===== config.mk =====
export PLATFORM = sky130hd
export DESIGN_NAME = a_wr_cross_x4_ram_flat
export DESIGN_NICKNAME = d
export VERILOG_FILES = /design/src/rtl/a_wr_cross_x4_ram_pkg.sv /design/src/rtl/a_wr_cross_x4_ram_if.sv /design/src/rtl/a_wr_cross_x4_ram_bank_ptr.sv /design/src/rtl/a_wr_cross_x4_ram.sv /design/src/flat_wrapper.sv
export SDC_FILE = /design/constraint.sdc
export NUM_CORES = 1
export LEC_CHECK = 0
export BUFFER_PORTS_ARGS = -buffer_cell sky130_fd_sc_hd__buf_2
export CORE_AREA = 2 2 129 131
export DETAILED_ROUTE_END_ITERATION = 10
export DIE_AREA = 0 0 131 133
export HOLD_SLACK_MARGIN = 0.08
export PLACE_DENSITY = 0.47
export SYNTH_ARGS = -nofsm -noshare
export SYNTH_HDL_FRONTEND = slang
export SYNTH_SLANG_ARGS = --single-unit
export TNS_END_PERCENT = 30

===== constraint.sdc =====
create_clock -name clk -period 9.05 [get_ports clk]
set_clock_uncertainty 0.1 [all_clocks]
set_input_delay 2.715 -clock clk [delete_from_list [all_inputs] [get_ports clk]]
set_output_delay 2.715 -clock clk [all_outputs]
set_load 0.02 [all_outputs]

===== src/rtl/a_wr_cross_x4_ram_pkg.sv =====
// ---------------------------------------------------------------------------
// a_wr_cross_pkg
// Shared definitions for the 4-bank emulation RAM write crossbar (and its
// 4:1 read-side partner): bank count, bank index type, FSM state encoding
// and the bank-select priority decoder.
// ---------------------------------------------------------------------------
package a_wr_cross_pkg;

  localparam int NBANK = 4;

  typedef logic [1:0] bank_idx_t;

  typedef enum logic {
    IDLE  = 1'b0,
    BURST = 1'b1
  } state_t;

  // Priority decode of the 3-bit bank select: the highest set bit wins,
  // and all-zero selects bank 0. The read crossbar uses the same code.
  function automatic bank_idx_t decode_ctrl(input logic [2:0] ctrl);
    bank_idx_t idx;
    if (ctrl[2])      idx = 2'd3;
    else if (ctrl[1]) idx = 2'd2;
    else if (ctrl[0]) idx = 2'd1;
    else              idx = 2'd0;
    return idx;
  endfunction

endpackage


===== src/rtl/a_wr_cross_x4_ram_if.sv =====
// ---------------------------------------------------------------------------
// a_wr_cross_x4_ram_if
// Bus between the write-stream source and the write crossbar.
//   master : drives clr_i, ctrl_i, data_i, dv_i; observes all outputs
//   slave  : the crossbar (receives inputs, drives data/we/addr/status)
// Handshake: there is no back-pressure. Every cycle with dv_i=1 is a beat;
// the crossbar always takes it (it may drop it only when the target bank is
// full in the wrap-stop build, or when clr_i is high the same cycle).
// Signals:
//   clr_i      sync clear          ctrl_i  bank select (priority code)
//   data_i     write data          dv_i    data valid
//   data_o     registered data     we_o    per-bank write enable
//   addr_o_0..addr_o_3  per-bank write address
//   busy_o     FSM in BURST        sel_o   bank of current/last burst
//   wrap_o     per-bank sticky wrap/full flag
//   dbg_state_o FSM state for observation
// ---------------------------------------------------------------------------
interface a_wr_cross_x4_ram_if #(
  parameter int DW = 16,
  parameter int AW = 10
);
  import a_wr_cross_pkg::*;

  logic            clr_i;
  logic [2:0]      ctrl_i;
  logic [DW-1:0]   data_i;
  logic            dv_i;
  logic [DW-1:0]   data_o;
  logic [NBANK-1:0] we_o;
  logic [AW-1:0]   addr_o_0;
  logic [AW-1:0]   addr_o_1;
  logic [AW-1:0]   addr_o_2;
  logic [AW-1:0]   addr_o_3;
  logic            busy_o;
  bank_idx_t       sel_o;
  logic [NBANK-1:0] wrap_o;
  state_t          dbg_state_o;

  modport master (
    output clr_i, ctrl_i, data_i, dv_i,
    input  data_o, we_o, addr_o_0, addr_o_1, addr_o_2, addr_o_3,
    input  busy_o, sel_o, wrap_o, dbg_state_o
  );

  modport slave (
    input  clr_i, ctrl_i, data_i, dv_i,
    output data_o, we_o, addr_o_0, addr_o_1, addr_o_2, addr_o_3,
    output busy_o, sel_o, wrap_o, dbg_state_o
  );

endinterface


===== src/rtl/a_wr_cross_x4_ram_bank_ptr.sv =====
// ---------------------------------------------------------------------------
// a_wr_bank_ptr
// Write pointer and wrap/full flag for one RAM bank.
// Configuration macro: A_WR_CROSS_WRAP_STOP_EN
//   undefined : write at DEPTH-1 wraps ptr to 0 and sets sticky wrap
//   defined   : write at DEPTH-1 sets wrap (= full) and holds ptr
// Ports:
//   clk, rst (async, active high), clr (sync clear),
//   inc (a write to this bank happens this cycle) -> ptr, wrap
// ---------------------------------------------------------------------------
module a_wr_bank_ptr #(
  parameter int AW    = 10,
  parameter int DEPTH = 1024
) (
  input  logic          clk,
  input  logic          rst,
  input  logic          clr,
  input  logic          inc,
  output logic [AW-1:0] ptr,
  output logic          wrap
);

  localparam logic [AW-1:0] LAST = AW'(DEPTH - 1);

  logic [AW-1:0] r_ptr;
  logic          r_wrap;

  always_ff @(posedge clk or posedge rst) begin
    if (rst) begin
      r_ptr  <= '0;
      r_wrap <= 1'b0;
    end else if (clr) begin
      r_ptr  <= '0;
      r_wrap <= 1'b0;
    end else if (inc) begin
      if (r_ptr == LAST) begin
        r_wrap <= 1'b1;
`ifdef A_WR_CROSS_WRAP_STOP_EN
        r_ptr  <= r_ptr;
`else
        r_ptr  <= '0;
`endif
      end else begin
        r_ptr <= r_ptr + 1'b1;
      end
    end
  end

  assign ptr  = r_ptr;
  assign wrap = r_wrap;

endmodule


===== src/rtl/a_wr_cross_x4_ram.sv =====
// ---------------------------------------------------------------------------
// a_wr_cross_x4_ram
// Write-side crossbar for the 4-bank emulation RAM. Steers one data-valid
// stream into one of 4 banks, generates each bank's write address and
// tracks fill/wrap per bank.
// Configuration macro: A_WR_CROSS_WRAP_STOP_EN (see a_wr_bank_ptr); when
// defined, beats aimed at a full bank are dropped.
// Ports:
//   clk  clock, rising edge
//   rst  asynchronous active-high reset
//   bus  a_wr_cross_x4_ram_if.slave (inputs clr/ctrl/data/dv, outputs
//        data/we/addr_0..3/busy/sel/wrap/dbg_state)
// ---------------------------------------------------------------------------
module a_wr_cross_x4_ram
  import a_wr_cross_pkg::*;
#(
  parameter int DW    = 16,
  parameter int AW    = 10,
  parameter int DEPTH = 1024
) (
  input  logic                    clk,
  input  logic                    rst,
  a_wr_cross_x4_ram_if.slave      bus
);

  state_t           r_state;
  state_t           w_state_nxt;
  bank_idx_t        r_sel;
  logic [DW-1:0]    r_data;
  logic [NBANK-1:0] r_we;
  logic [AW-1:0]    r_addr [NBANK];

  bank_idx_t        w_dec;
  bank_idx_t        w_bank;
  logic             w_beat;
  logic [NBANK-1:0] w_full;
  logic [NBANK-1:0] w_inc;
  logic [NBANK-1:0] w_wrap;
  logic [AW-1:0]    w_ptr [NBANK];

  assign w_dec  = decode_ctrl(bus.ctrl_i);
  // The bank is chosen only on the first beat of a burst; afterwards the
  // latched bank is used and ctrl_i is ignored.
  assign w_bank = (r_state == IDLE) ? w_dec : r_sel;
  // clr_i takes precedence over a same-cycle beat.
  assign w_beat = bus.dv_i & ~bus.clr_i;

`ifdef A_WR_CROSS_WRAP_STOP_EN
  assign w_full = w_wrap;
`else
  assign w_full = '0;
`endif

  always_comb begin
    w_inc = '0;
    if (w_beat && !w_full[w_bank]) w_inc[w_bank] = 1'b1;
  end

  for (genvar k = 0; k < NBANK; k++) begin : g_bank
    a_wr_bank_ptr #(
      .AW    (AW),
      .DEPTH (DEPTH)
    ) u_ptr (
      .clk  (clk),
      .rst  (rst),
      .clr  (bus.clr_i),
      .inc  (w_inc[k]),
      .ptr  (w_ptr[k]),
      .wrap (w_wrap[k])
    );
  end

  // FSM state register
  always_ff @(posedge clk or posedge rst) begin
    if (rst) r_state <= IDLE;
    else     r_state <= w_state_nxt;
  end

  // FSM next state: a burst lasts as long as dv_i stays high. Dropped beats
  // (full bank) still keep the burst alive.
  always_comb begin
    w_state_nxt = r_state;
    if (bus.clr_i) begin
      w_state_nxt = IDLE;
    end else begin
      case (r_state)
        IDLE:    if (bus.dv_i) w_state_nxt = BURST;
        BURST:   if (!bus.dv_i) w_state_nxt = IDLE;
        default: w_state_nxt = IDLE;
      endcase
    end
  end

  always_ff @(posedge clk or posedge rst) begin
    if (rst) begin
      r_sel <= '0;
    end else if (bus.clr_i) begin
      r_sel <= '0;
    end else if (r_state == IDLE && bus.dv_i) begin
      r_sel <= w_dec;
    end
  end

  // Output registers: data and addresses update only on an actual write and
  // otherwise hold, so the bank sees stable values between beats.
  always_ff @(posedge clk or posedge rst) begin
    if (rst) begin
      r_we   <= '0;
      r_data <= '0;
      for (int k = 0; k < NBANK; k++) r_addr[k] <= '0;
    end else begin
      r_we <= w_inc;
      if (|w_inc) r_data <= bus.data_i;
      for (int k = 0; k < NBANK; k++) begin
        if (w_inc[k]) r_addr[k] <= w_ptr[k];
      end
    end
  end

  assign bus.data_o      = r_data;
  assign bus.we_o        = r_we;
  assign bus.addr_o_0    = r_addr[0];
  assign bus.addr_o_1    = r_addr[1];
  assign bus.addr_o_2    = r_addr[2];
  assign bus.addr_o_3    = r_addr[3];
  assign bus.busy_o      = (r_state == BURST);
  assign bus.sel_o       = r_sel;
  assign bus.wrap_o      = w_wrap;
  assign bus.dbg_state_o = r_state;

endmodule


===== src/flat_wrapper.sv =====
// flat-port wrapper written by rule: the top's interface ports become plain ports
module a_wr_cross_x4_ram_flat import a_wr_cross_pkg::*;
#(
  parameter int DW    = 16,
  parameter int AW    = 10,
  parameter int DEPTH = 1024
)
  (clk, rst, bus_clr_i, bus_ctrl_i, bus_data_i, bus_dv_i, bus_data_o, bus_we_o, bus_addr_o_0, bus_addr_o_1, bus_addr_o_2, bus_addr_o_3, bus_busy_o, bus_sel_o, bus_wrap_o, bus_dbg_state_o);
  a_wr_cross_x4_ram_if #(.DW(DW), .AW(AW)) bus_i ();
  input  logic clk;
  input  logic rst;
  input wire logic [$bits(bus_i.clr_i)-1:0] bus_clr_i;
  input wire logic [$bits(bus_i.ctrl_i)-1:0] bus_ctrl_i;
  input wire logic [$bits(bus_i.data_i)-1:0] bus_data_i;
  input wire logic [$bits(bus_i.dv_i)-1:0] bus_dv_i;
  output wire logic [$bits(bus_i.data_o)-1:0] bus_data_o;
  output wire logic [$bits(bus_i.we_o)-1:0] bus_we_o;
  output wire logic [$bits(bus_i.addr_o_0)-1:0] bus_addr_o_0;
  output wire logic [$bits(bus_i.addr_o_1)-1:0] bus_addr_o_1;
  output wire logic [$bits(bus_i.addr_o_2)-1:0] bus_addr_o_2;
  output wire logic [$bits(bus_i.addr_o_3)-1:0] bus_addr_o_3;
  output wire logic [$bits(bus_i.busy_o)-1:0] bus_busy_o;
  output wire logic [$bits(bus_i.sel_o)-1:0] bus_sel_o;
  output wire logic [$bits(bus_i.wrap_o)-1:0] bus_wrap_o;
  output wire logic [$bits(bus_i.dbg_state_o)-1:0] bus_dbg_state_o;
  assign bus_i.clr_i = bus_clr_i;
  assign bus_i.ctrl_i = bus_ctrl_i;
  assign bus_i.data_i = bus_data_i;
  assign bus_i.dv_i = bus_dv_i;
  assign bus_data_o = bus_i.data_o;
  assign bus_we_o = bus_i.we_o;
  assign bus_addr_o_0 = bus_i.addr_o_0;
  assign bus_addr_o_1 = bus_i.addr_o_1;
  assign bus_addr_o_2 = bus_i.addr_o_2;
  assign bus_addr_o_3 = bus_i.addr_o_3;
  assign bus_busy_o = bus_i.busy_o;
  assign bus_sel_o = bus_i.sel_o;
  assign bus_wrap_o = bus_i.wrap_o;
  assign bus_dbg_state_o = bus_i.dbg_state_o;
  a_wr_cross_x4_ram #(.DW(DW), .AW(AW), .DEPTH(DEPTH)) u_core (.clk(clk), .rst(rst), .bus(bus_i));
endmodule

==> After elaboration in Yosys (flattened, before gate mapping) <==
Index checks and enable logic that the tools add are counted.
{ "word_totals": {"mem_count": 0, "in_bits": 23, "wordCells": 84, "out_inout_bits": 68, "ramBits": 0, "mem_bits_ro": 0, "latchBits": 0, "register_bits": 107} }
{ "classes": {"muxes": 37, "reduce_logical": 18, "div": 0, "n_bitwise": 3, "n_shift": 0, "mul": 0, "add_sub_neg": 4, "n_eq_ne": 4, "magnitude_cmp": 2} }
{ "ops": {"columns": ["operator", "count"], "rows": [
  ["$mux W10", 12],
  ["$add A10 B1 Y10 const B", 4],
  ["$eq A10 B10 Y1 const B", 4],
  ["$reduce_bool A2 Y1", 9],
  ["$mux W1", 17],
  ["$mux W2", 5],
  ["$reduce_and A2 Y1", 4],
  ["$mux W4", 1],
  ["$reduce_or A4 Y1", 1],
  ["$logic_and A1 B1 Y1", 3],
  ["$lt A2 B3 Y1 const B", 1],
  ["$bmux W1 S2", 1],
  ["$demux W1 S2", 1],
  ["$ge A2 B1 Y1 const B", 1],
  ["$not A1 Y1", 2],
  ["$and A1 B1 Y1", 1],
  ["$logic_not A1 Y1", 1]
]} }

==> Depth between registers and ports, before layout <==
{ "logic_depth": {"depth_word": 11, "depth_mapped": 8, "ltp_nobuf": 6} }

==> Modules after synthesis <==
Synthesis repeated with hierarchy kept, for this count alone.
{ "hier_totals": {"cells_unflattened": 422, "area_unflattened_um2": 4852.2} }
{ "by_module_without_submodules": {"columns": ["module", "n_inst", "area_per_inst_um2", "seq_area_each_um2", "cells_each"], "rows": [
  ["a_wr_cross_x4_ram", 1, 2444.8, 1576.5, 182],
  ["a_wr_bank_ptr", 4, 601.8, 275.3, 60]
]} }

==> Worst setup path before layout <==
Ideal clock, no wire load.
{ "synth_timing": {"path_type": "input-to-reg", "start": "input bus_ctrl_i[1]", "end": "register u_core.g_bank[0].u_ptr.r_ptr[9]", "setup_time_ps": 78, "arrival_ps": 4018, "stages": 5, "setup_slack_ps": 4854, "path_cell_list": "or3_4 -> a21boi_4 -> nand2_1 -> or4_1 -> a21oi_1"} }
{ "synth_via": {"elab_chain_len": 9, "elab_cells_between_ends": 14, "classes_between": "order compare: 2; mux: 8; reduce/logical: 4"} }
{ "synth_rtl": {"columns": ["item", "line", "text"], "rows": [
  ["from (decl)", "flat_wrapper.sv:13", "input wire logic [$bits(bus_i.ctrl_i)-1:0] bus_ctrl_i;"],
  ["$mux W2 *", "a_wr_cross_x4_ram_pkg.sv:23", "else if (ctrl[1]) idx = 2'd2;"],
  ["$mux W2 *", "a_wr_cross_x4_ram_pkg.sv:22", "if (ctrl[2]) idx = 2'd3;"],
  ["$mux W2 *", "a_wr_cross_x4_ram.sv:44", "assign w_bank = (r_state == IDLE) ? w_dec : r_sel;"],
  ["$lt A2 B3 Y1 (implied by the code), or another cell as far along", "a_wr_cross_x4_ram.sv:56", "if (w_beat && !w_full[w_bank]) w_inc[w_bank] = 1'b1;"],
  ["$logic_and A1 B1 Y1 (implied by the code) / $mux W1 (equally long branches)", "a_wr_cross_x4_ram.sv:56", null],
  ["$mux W1 (implied by the code) / $logic_not A1 Y1 (equally long branches)", "a_wr_cross_x4_ram.sv:56", null],
  ["$demux W1 S2 / $logic_and A1 B1 Y1 (equally long branches)", null, null],
  ["$mux W4 *", "a_wr_cross_x4_ram.sv:56", null],
  ["$reduce_bool A2 Y1 (no line) *", null, null],
  ["to (signal assigned)", "a_wr_cross_x4_ram_bank_ptr.sv:44", "r_ptr <= r_ptr + 1'b1;"],
  ["to (decl)", "a_wr_cross_x4_ram_bank_ptr.sv:25", "logic [AW-1:0] r_ptr;"]
]} }
Every way passes the cells marked *; elsewhere a longest branch is shown, timed or not. The select of a mux whose other input is x is not followed.
A chain may end at the register's enable or synchronous reset.

==> Final worst setup path <==
{ "layout_timing": {"start": "input bus_clr_i", "end": "register u_core.g_bank[2].u_ptr.r_ptr[9]"} }
{ "layout_via": {"elab_chain_len": 5, "elab_cells_between_ends": 6, "classes_between": "mux: 2; bitwise: 2; reduce/logical: 2"} }
{ "layout_rtl": {"columns": ["item", "line", "text"], "rows": [
  ["from (decl)", "flat_wrapper.sv:12", "input wire logic [$bits(bus_i.clr_i)-1:0] bus_clr_i;"],
  ["$not A1 Y1", "a_wr_cross_x4_ram.sv:46", "assign w_beat = bus.dv_i & ~bus.clr_i;"],
  ["$and A1 B1 Y1", "a_wr_cross_x4_ram.sv:46", null],
  ["$logic_and A1 B1 Y1", "a_wr_cross_x4_ram.sv:56", null],
  ["$mux W4", "a_wr_cross_x4_ram.sv:56", null],
  ["$reduce_bool A2 Y1 (no line)", null, null],
  ["to (signal assigned)", "a_wr_cross_x4_ram_bank_ptr.sv:44", null],
  ["to (decl)", "a_wr_cross_x4_ram_bank_ptr.sv:25", null]
]} }
Several ways; a longest one is shown, not always the timed one.

==> flow_results.org <==
** Synthesis
- For this run, the register share of the synthesized area comes to 0.567.
- Yosys printed 0 warnings.
- Count of unique library cells instantiated by Yosys :: 46
- Of the total synthesized cell area, the portion taken by AND, OR, NAND and NOR gates is 0.236.
- Proportion of synthesized area in mux cells :: 0.0490
- The synthesized design spends more area on one cell type than any other, namely dfrtp_1.
- The compound-gate portion of the synthesized area came to 0.0834.
- The share of synthesized area in the top cell type comes to 0.567.
- In the post-synthesis netlist, the biggest area contributors are dfrtp_1, nand2_1, mux2_2, nand3_1, nor2_1.
- Of the total synthesized cell area, the portion taken by full adders, half adders and majority gates is 0.0106.
- Prevailing post-synth register cell :: dfrtp_1
- In this run, synthesis inferred 0 flip-flops with an integrated enable.
- By instance count, the leading cell after synthesis is nand2_1.
- Avg Inst Size Synth :: around 10 um2
- When the netlist entered floorplanning its net count stood at ~500.
- Synth Area in XOR/XNOR :: 0.0222
- Cell area after technology mapping :: 4720 um2
- Leading cell types by count after synthesis :: nand2_1, dfrtp_1, nor2_1
- Synthesis inferred 107 register bits.
- After synthesis, the largest family of logic cells by area is simple AND/OR/NAND/NOR gates.
- After technology mapping, the gate count stands at between 400 and 500.
- After synthesis, the share of flip-flops with an asynchronous set or reset is 1.00.

** Finish
- Once layout is complete, the utilization of the core stands at 0.352.
- Summing all flip-flop and latch instances after layout gives about 2700 um2.
- 0 antenna diodes ended up in the layout.
- Summing all multi-input logic gate instances after layout gives ~1900 um2.
- The filler cells instantiated in the layout total 1658.
- Share of cells above drive strength 1 :: 0.244
- The area growth from synthesis to layout is 20.3%.
- Summing all non-filler instances in the final layout gives an area of around 5700 um2.
- Final nets :: 580

** Min path
- The path class of the tightest hold or removal check is reg2reg.

** Placement
- Once placement finished, the instance area stood at between 5000 and 6000 um2.
- Port buffering added 90 buffers.
- Final weighted congestion in routability-driven placement :: roughly 0.78
- Timing analysis after detailed placement gives a worst setup slack of 3.19 ns.
- Post-detail-place hpwl :: 7430 um

** STA
- The number of slew-limit violations in the final report is 0.
- Total of endpoints with negative setup slack in the final report :: 0
- Headroom to the max-slew limit came out at 0.335.
- Of the available clock period, the critical path in the final layout requires 0.608.
- The worst path meets setup with approximately 3.5 ns of slack.
- Timing would allow up to roughly 180 MHz.
- Summed over all failing endpoints, the final setup total negative slack is 0 ns.
- Min Clock Period, post-route :: 5.50 ns
- The number of hold violations in the final report was 0.
- Least-Margin Pin Slew :: a little under 1 ns
- Setup repair after global routing left no endpoint under its margin.

** Power
- Peak supply drop :: ~0.17 mV
- Sequential group share of total power :: 0.483
- Leakage power :: around 2.8 nW
- Sw frac :: 0.240
- Combinational power share :: 0.086
- In this run the power density over the cells is about 180 nW/um2.
- Internal power comes to 0.794 mW.
- Clock power share :: 0.431
- Total net switching power :: approximately 0.25 mW

** Critical path
- Arrival time of the worst setup path :: 5.66 ns
- The worst setup path is captured at a flop.
- Maximum net fanout on the critical path :: 43
- CP delay by family, top :: simple AND/OR/NAND/NOR gates
- Together, buffers and inverters on the worst path number 2.
- Highest-delay cell along the critical path :: nor2b_2
- Critical-path cell list :: buf_2 -> nor2b_2 -> and3_1 -> nand2_1 -> inv_2 -> a31oi_1 -> a311oi_1
- Crit path required time :: 9.20 ns
- The worst setup path is launched from a primary input.
- Worst setup path class :: in2reg
- Delay of the slowest critical-path stage :: slightly below 0.9 ns

** Clock network
- Clock insertion delay at the later pin of the skew report :: roughly 0.35 ns
- Post-CTS repair changed the size of 0 cells.
- The longest clock path from root to sink contains 2 buffers.
- Register clock-pin slew on the reported worst setup and hold paths :: 0.07 ns
- Cell at the root of the clock tree :: clkbuf_16
- Clock tree synthesis found a total of around 110 sinks.
- Hold_buf cts :: 0
- CTS tree :: done
- Maximum level of the CTS H-tree :: 3
- The number of clock buffers added by TritonCTS is 9.
- Number of post-CTS setup repair buffers :: 0

** Run status
- Result of the run :: completed

** Global route
- Gr ovfl total :: 0
- Global-route wire length before repair :: about 18000 um
- Global router's overall resource usage :: 0.134
- The number of global-route vias before repair came to 3709.
- Pin count of the biggest net entering global routing :: 77
- The initial antenna violation count is 0.

** Routing
- In this run the remaining antenna-violating nets after routing total 0.
- Detailed router's first-iteration violation count :: 181
- DR pass1 iterations :: 4
- Vias per Instance :: between 4 and 5
- For this run, design rule violations remaining after detail routing come to 0.
- Average wire per standard cell :: around 14 um
- Via count of the routed design :: between 3000 and 4000
- Final wirelength :: about 11000 um

** Floorplanning
- The floorplan step set the die width to 131 um.
- Die footprint :: approximately 17000 um2
- FP Rows :: 47
- Initial core utilization :: 0.292
- The total area inside the core boundary comes to 16200 um2.
- Pin placement for this block handled a little over 90 I/O pins.
- From bottom edge to top edge, the die measures about 130 um.

** Flow run
- The tool flagged a number of max-cap violations equal to 0.
worst register-to-register path, delay by kind of cell (launching register included):
kind / cells / cell delay (ns)
flip-flops: 1 / 0.49
buffers and inverters: 1 / 0.33
AND/OR/NAND/NOR: 3 / 1.15
AO/OA/AOI/OAI: 2 / 0.38
registers in the layout, indices dropped and copies added (netlist names):
| signal | flops |
|---|---|
| u_core.bus.addr_o_0 | 10 |
| u_core.bus.addr_o_3 | 10 |
| u_core.bus.we_o | 4 |
| u_core.bus.addr_o_2 | 10 |
| u_core.bus.sel_o | 2 |
| u_core.g_bank.u_ptr.ptr | 40 |
| u_core.g_bank.u_ptr.wrap | 4 |
| u_core.bus.data_o | 16 |
| u_core.bus.busy_o | 1 |
| u_core.bus.addr_o_1 | 10 |
layer usage:
layer  up-vias  wire, um  global-route usage
li1       1775         -                   -
met1      1738      5160               0.182
met2        85      5000               0.208
met3        10       637              0.0376
met4         0       142              0.0390
met5         -         0                   0
kinds of logic (layout without fill, tap and decap cells):
| kind of cell | after synthesis | count (layout) |
|---|---|---|
| AND/OR/NAND/NOR | 241 | 241 |
| flip-flops | 107 | 107 |
| AO/OA/AOI/OAI | 57 | 57 |
| buffers and inverters | 32 | 116 |
| multiplexers | 21 | 21 |
| XOR/XNOR | 12 | 12 |
| adder cells (fa/ha/maj) | 4 | 4 |
cell usage in the layout, fill, tap and decap left out, types with 6 or more instances in the layout:
cell,n
dfrtp_1,107
nand2b_1,7
nand3_1,19
and4_1,10
xor2_1,8
buf_2,90
and3_1,7
a21oi_1,18
clkbuf_16,9
nand2_1,135
nand4_1,11
o21ai_0,11
inv_1,6
mux2_2,17
nor2_1,25
or3_1,7
worst paths after layout:
| kind | slack [ns] | endpoint | from | depth (start not counted) |
|---|---|---|---|---|
| worst max-delay path | 3.55 | u_core.g_bank[2].u_ptr.ptr[9] | bus_clr_i | 7 |
| worst min-delay path | 0.37 | u_core.bus.addr_o_1[6] | u_core.bus.addr_o_1[6] | 2 |
| worst max register to register | 6.50 | u_core.g_bank[2].u_ptr.ptr[9] | u_core.bus.busy_o | 6 |
| worst min register to register | 0.37 | u_core.bus.addr_o_1[6] | u_core.bus.addr_o_1[6] | 2 |
| max in group asynchronous | 5.29 | u_core.g_bank[2].u_ptr.ptr[9] | rst | 3 |
| min in group asynchronous | 2.25 | u_core.bus.data_o[5] | rst | 2 |
area by class of cell:
| class | instances | share of cell area |
|---|---|---|
| Sequential cell | 107 | 0.471 |
| Multi-Input combinational cell | 335 | 0.334 |
| Timing Repair Buffer | 91 | 0.0805 |
| Tap cell | 220 | 0.0484 |
| Clock buffer | 9 | 0.0396 |
| Clock inverter | 7 | 0.0205 |
| Inverter | 9 | 0.00638 |
through the flow:
| stage | hold slack, ns | std cells | power (mW) |
|---|---|---|---|
| 2_1_floorplan | 0.364 | 474 | 0.573 |
| 3_3_place_gp | 0.359 | 762 | 0.604 |
| 3_5_place_dp | 0.357 | 762 | 0.606 |
| 4_1_cts | 0.376 | 778 | 1.06 |
| 5_1_grt | 0.403 | 778 | 1.09 |
| 6_report | 0.369 | 778 | 1.04 |
power by group through the flow:
stage                     clock (mW)  combinational [mW]  sequential [mW]
after detailed placement           0              0.0922            0.513
after floorplan                    0              0.0414            0.531
after global placement             0              0.0907            0.513
after CTS                      0.466              0.0923            0.505
final                          0.449              0.0900            0.504
after global routing           0.484              0.0999            0.507
No activity file was read; power rests on OpenSTA's default activity.
